**src/rtl/elink_tx_arbiter.sv**
```systemverilog
// elink_tx_arbiter: N-channel transmit arbiter for the e-link 10b symbol path.
// It grants one source at a time and holds the grant for a whole frame, so
// frames reach the serializer without interleaving. Comma symbols fill every
// cycle without a transfer. A minimum gap follows each frame, and a length
// timeout releases frames whose last word never arrives.
module elink_tx_arbiter #(
    parameter int         N_CH      = 3,
    parameter int         DW        = 10,
    parameter logic [7:0] KCHAR     = 8'hBC,
    parameter int         RR_MODE   = 1,
    parameter int         MIN_GAP   = 1,
    parameter int         MAX_FRAME = 256
) (
    input  logic                 clk,
    input  logic                 rst,
    input  logic [N_CH*DW-1:0]   ch_data_in,
    input  logic [N_CH-1:0]      ch_req,
    input  logic [N_CH-1:0]      ch_last,
    output logic [N_CH-1:0]      ch_ready,
    output logic [DW-1:0]        data_tra_out,
    output logic [N_CH-1:0]      grant_oh,
    output logic                 busy,
    output logic                 timeout_err
);

    localparam int IW       = $clog2(N_CH);
    localparam int CW       = $clog2(MAX_FRAME);
    localparam int GAP_LAST = (MIN_GAP > 0) ? (MIN_GAP - 1) : 0;

    // Comma word: upper bits all ones, K-character in the low byte.
    localparam logic [DW-1:0] COMMA = ({DW{1'b1}} << 8) | DW'(KCHAR);

    localparam logic [1:0] ST_IDLE = 2'd0;
    localparam logic [1:0] ST_SEND = 2'd1;
    localparam logic [1:0] ST_GAP  = 2'd2;

    logic [1:0]      state_q,    state_d;
    logic [N_CH-1:0] grant_q,    grant_d;
    logic [IW-1:0]   win_q,      win_d;
    logic [IW-1:0]   rr_ptr_q,   rr_ptr_d;
    logic [CW-1:0]   word_cnt_q, word_cnt_d;
    logic [3:0]      gap_cnt_q,  gap_cnt_d;
    logic [DW-1:0]   data_q,     data_d;
    logic            busy_q,     busy_d;
    logic            timeout_q,  timeout_d;

    logic [DW-1:0]   ch_word [N_CH];
    logic            arb_found;
    logic [IW-1:0]   arb_pick;
    logic [IW-1:0]   arb_idx;
    int              arb_sum;
    logic            frame_done;

    for (genvar g = 0; g < N_CH; g++) begin : g_unpack
        assign ch_word[g] = ch_data_in[g*DW +: DW];
    end

    // Pick the winner: search starts at rr_ptr in round-robin mode, at 0 otherwise.
    always_comb begin
        arb_found = 1'b0;
        arb_pick  = '0;
        arb_idx   = '0;
        arb_sum   = 0;
        for (int k = 0; k < N_CH; k++) begin
            arb_sum = ((RR_MODE != 0) ? int'(rr_ptr_q) : 0) + k;
            if (arb_sum >= N_CH) begin
                arb_sum = arb_sum - N_CH;
            end
            arb_idx = IW'(arb_sum);
            if (!arb_found && ch_req[arb_idx]) begin
                arb_found = 1'b1;
                arb_pick  = arb_idx;
            end
        end
    end

    // Frame FSM: grant in IDLE, stream or bubble in SEND, pad commas in GAP.
    always_comb begin
        state_d    = state_q;
        grant_d    = grant_q;
        win_d      = win_q;
        rr_ptr_d   = rr_ptr_q;
        word_cnt_d = word_cnt_q;
        gap_cnt_d  = gap_cnt_q;
        data_d     = COMMA;
        timeout_d  = 1'b0;
        frame_done = 1'b0;
        case (state_q)
            ST_IDLE: begin
                if (arb_found) begin
                    grant_d    = N_CH'(1) << arb_pick;
                    win_d      = arb_pick;
                    word_cnt_d = '0;
                    state_d    = ST_SEND;
                end
            end
            ST_SEND: begin
                word_cnt_d = word_cnt_q + 1'b1;
                if (ch_req[win_q]) begin
                    data_d = ch_word[win_q];
                end
                if (ch_req[win_q] && ch_last[win_q]) begin
                    frame_done = 1'b1;
                end else if (word_cnt_q == CW'(MAX_FRAME - 1)) begin
                    frame_done = 1'b1;
                    timeout_d  = 1'b1;
                end
                if (frame_done) begin
                    grant_d   = '0;
                    gap_cnt_d = '0;
                    state_d   = (MIN_GAP == 0) ? ST_IDLE : ST_GAP;
                    if (RR_MODE != 0) begin
                        rr_ptr_d = (win_q == IW'(N_CH - 1)) ? '0 : win_q + 1'b1;
                    end
                end
            end
            ST_GAP: begin
                if (gap_cnt_q == 4'(GAP_LAST)) begin
                    state_d = ST_IDLE;
                end else begin
                    gap_cnt_d = gap_cnt_q + 1'b1;
                end
            end
            default: begin
                state_d = ST_IDLE;
                grant_d = '0;
            end
        endcase
        busy_d = (state_d != ST_IDLE);
    end

    // State and output registers, cleared to the idle/comma state on reset.
    always_ff @(posedge clk or posedge rst) begin
        if (rst) begin
            state_q    <= ST_IDLE;
            grant_q    <= '0;
            win_q      <= '0;
            rr_ptr_q   <= '0;
            word_cnt_q <= '0;
            gap_cnt_q  <= '0;
            data_q     <= COMMA;
            busy_q     <= 1'b0;
            timeout_q  <= 1'b0;
        end else begin
            state_q    <= state_d;
            grant_q    <= grant_d;
            win_q      <= win_d;
            rr_ptr_q   <= rr_ptr_d;
            word_cnt_q <= word_cnt_d;
            gap_cnt_q  <= gap_cnt_d;
            data_q     <= data_d;
            busy_q     <= busy_d;
            timeout_q  <= timeout_d;
        end
    end

    assign ch_ready     = (state_q == ST_SEND) ? grant_q : '0;
    assign data_tra_out = data_q;
    assign grant_oh     = grant_q;
    assign busy         = busy_q;
    assign timeout_err  = timeout_q;

endmodule

```
**config.mk**
```make
export PLATFORM = sky130hd
export DESIGN_NAME = elink_tx_arbiter
export DESIGN_NICKNAME = d
export VERILOG_FILES = /design/src/rtl/elink_tx_arbiter.sv
export SDC_FILE = /design/constraint.sdc
export NUM_CORES = 1
export LEC_CHECK = 0
export ABC_CLOCK_PERIOD_IN_PS = 3680
export CAP_MARGIN = 20
export CELL_PAD_IN_SITES_DETAIL_PLACEMENT = 0
export CELL_PAD_IN_SITES_GLOBAL_PLACEMENT = 2
export CORE_MARGIN = 1
export CORE_UTILIZATION = 30
export CTS_CLUSTER_SIZE = 14
export DETAILED_ROUTE_END_ITERATION = 6
export HOLD_SLACK_MARGIN = 0.05
export PLACE_DENSITY_LB_ADDON = 0.08
export REMOVE_ABC_BUFFERS = 1
export SLEW_MARGIN = 20
export SYNTH_ARGS = -nofsm -noshare
export SYNTH_HDL_FRONTEND = slang
export SYNTH_SLANG_ARGS = --single-unit
```
**constraint.sdc**
```tcl
create_clock -name clk -period 3.68 [get_ports clk]
set_input_delay 0.92 -clock clk [delete_from_list [all_inputs] [get_ports clk]]
set_output_delay 0.92 -clock clk [all_outputs]
set_load 0.01 [all_outputs]
```
==> metrics <==
Via density 5.02; Slew headroom 42.3%; Slew @ Worst Pin 0.865 ns; worst skew pair latency 0.29 ns; Area growth, synth to finish 37.7%; Detail Placement HPWL 3710 um; largest fanout on the critical path 9; clock slew at reported path FFs 0.07 ns; Warnings, synthesis 0; filler instances 586; Worst Path Required 2.76 ns; initial DRC count 48; RSZ-0062 raised after global routing false; FMAX 350 MHz; die area 6580 um2; final net count 292; Sequential Area 835 um2; first-pass GRT wire length 7450 um; via count 1621; # hold bufs at CTS 0; final cycle utilization of the critical path 77.7%; setup_tns 0 ns; Max Slew Vio Count 0; FF+latch count, synth 33; kind of critical path flip-flop to primary output; drt wl/cell 15.2 um; total gr overflow 0; antenna viol nets, final 0; vias in the first global route 1545; Setup crit start kind flip-flop; status finished clean; HP Class flip-flop to flip-flop; H-tree Lvls 2; Ant. Diodes 0; Static Leak 0.00108 uW; Peak VDD IR 0.000322 V; commonest non-fill, non-tap cells in the layout clkdlybuf4s50_1 (55), dfrtp_1 (26), nand2_1 (20), mux2i_1 (11); Die X 81.1 um; Syn Area/Cell 9.84 um2; max cap viols 0; Core Area 5990 um2; total track usage 15.3%; Post-synth EDFFs 0; Root Buffer clkbuf_8; share of cells above drive strength 1 10.1%; initial antenna violation count 0; Synth Instances 191; post-synthesis sequential area ratio 44.4%; number of buffers added for setup after CTS 0; Hold Vio Cnt, Final 0; Final min period 2.86 ns; Clock Skew 0.00688 ns; Initial Util 31.4%; pin count of the biggest net entering global routing 21; CTS resizes 0; Multi-input gate area 963 um2; row count 28; I/O Pins 56; PD cells 639 nW/um2; most used flip-flop cell after synthesis dfrtp_1; Num CTS Buffers 5; area of the mapped netlist 1880 um2; commonest non-fill, non-tap cell in the layout clkdlybuf4s50_1; gpl congestion 0.834; final wirelength 4920 um; async set-or-reset flop fraction in the synthesized netlist 100%; Placement Cell Area 2500 um2; 1st-pass router iterations 4; WP data arrival 1.94 ns; DRC 0; die extent in y 81.1 um; crit end category primary output; Setup violations, final 0; CTS Buffer Depth 2; clk sink count 33; Distinct cells, synth 48; CTS tree done; # port buffers 55; Final Cell Area 2590 um2
-- path summary, 6_finish.rpt --
| check | startpoint | end | slack, ns | depth (start not counted) |
|---|---|---|---|---|
| setup / recovery | state_q[0] | ch_ready[1] | 0.82 | 4 |
| hold reg to reg | word_cnt_q[7] | word_cnt_q[7] | 0.51 | 1 |
| max in group asynchronous | rst | data_tra_out[8] | 1.93 | 3 |
| min in group asynchronous | rst | grant_oh[2] | 1.06 | 2 |
| setup reg to reg | win_q[0] | rr_ptr_q[1] | 1.36 | 5 |
| hold / removal | word_cnt_q[7] | word_cnt_q[7] | 0.51 | 1 |
-- per-layer routing --
metal	track usage, %	routed length [um]	up-vias
li1	-	-	799
met2	26.6	2450	54
met5	0	0	-
met4	5.18	55	0
met3	4.49	354	6
met1	17.8	2060	762
-- report_power, final --
group,total (uW),leakage [uW],internal [uW],switching [uW]
Combinational,766,0.000620,389,377
Sequential,620,0.000416,481,138
Clock,269,0.0000439,130,138
Total,1650,0.00108,1000,654
-- cells in the mapped netlist, drive strengths merged (7+ instances only) --
master  instances  area, um2
inv            10       37.5
and2            8       52.6
ha              7       87.6
dfstp           7        184
a21oi           7       35.0
mux2i          11        110
nand2          20       75.1
o211ai          7       52.6
o21ai          10       50.1
dfrtp          26        651
nand3           7       35.0
nor2            9       33.8
-- worst max-delay path: stages (launching register included) --
cell and delay (ns):
dfrtp_1 0.48, nor2b_1 0.30, buf_4 0.22, and2_1 0.13
clkdlybuf4s50_1 0.53
-- cell type report --
class | count | area share (%)
multi-input combinational | 139 | 37.2
clock buffer | 5 | 2.66
inverter | 10 | 1.45
tap | 75 | 3.62
timing repair buffer | 58 | 22.1
sequential | 33 | 32.2
clock inverter | 3 | 0.677
-- state kept, by name, summed over array words and instances (netlist names) --
signal        cells
grant_oh          3
gap_cnt_q         4
state_q           2
word_cnt_q        8
win_q             2
busy              1
timeout_err       1
rr_ptr_q          2
data_tra_out     10
-- logic make-up (layout without fill, tap and decap cells) --
family | count (synthesis) | in the layout | share of synthesized area [%]
flops | 33 | 33 | 44.4
simple gates | 66 | 66 | 19.0
compound gates | 50 | 50 | 19.1
xor+xnor | 4 | 4 | 1.86
mux | 12 | 12 | 6.66
buf+inv | 19 | 76 | 4.33
fa+ha+maj | 7 | 7 | 4.66
-- per-stage QoR --
| stage | cells | utilization, % | total power, uW | hold slack, ns | setup slack (ns) |
|---|---|---|---|---|---|
| finish | 323 | 43.2 | 1650 | 0.507 | 0.819 |
| global route | 323 | 43.2 | 1780 | 0.530 | 0.677 |
| CTS | 323 | 43.2 | 1680 | 0.505 | 0.804 |
| detailed placement | 315 | 41.8 | 1400 | 0.496 | 0.832 |
| global placement | 315 | 41.8 | 1390 | 0.482 | 0.885 |
| floorplan | 182 | - | 1060 | 0.465 | 1.53 |
(Power assumes the default switching activity.)
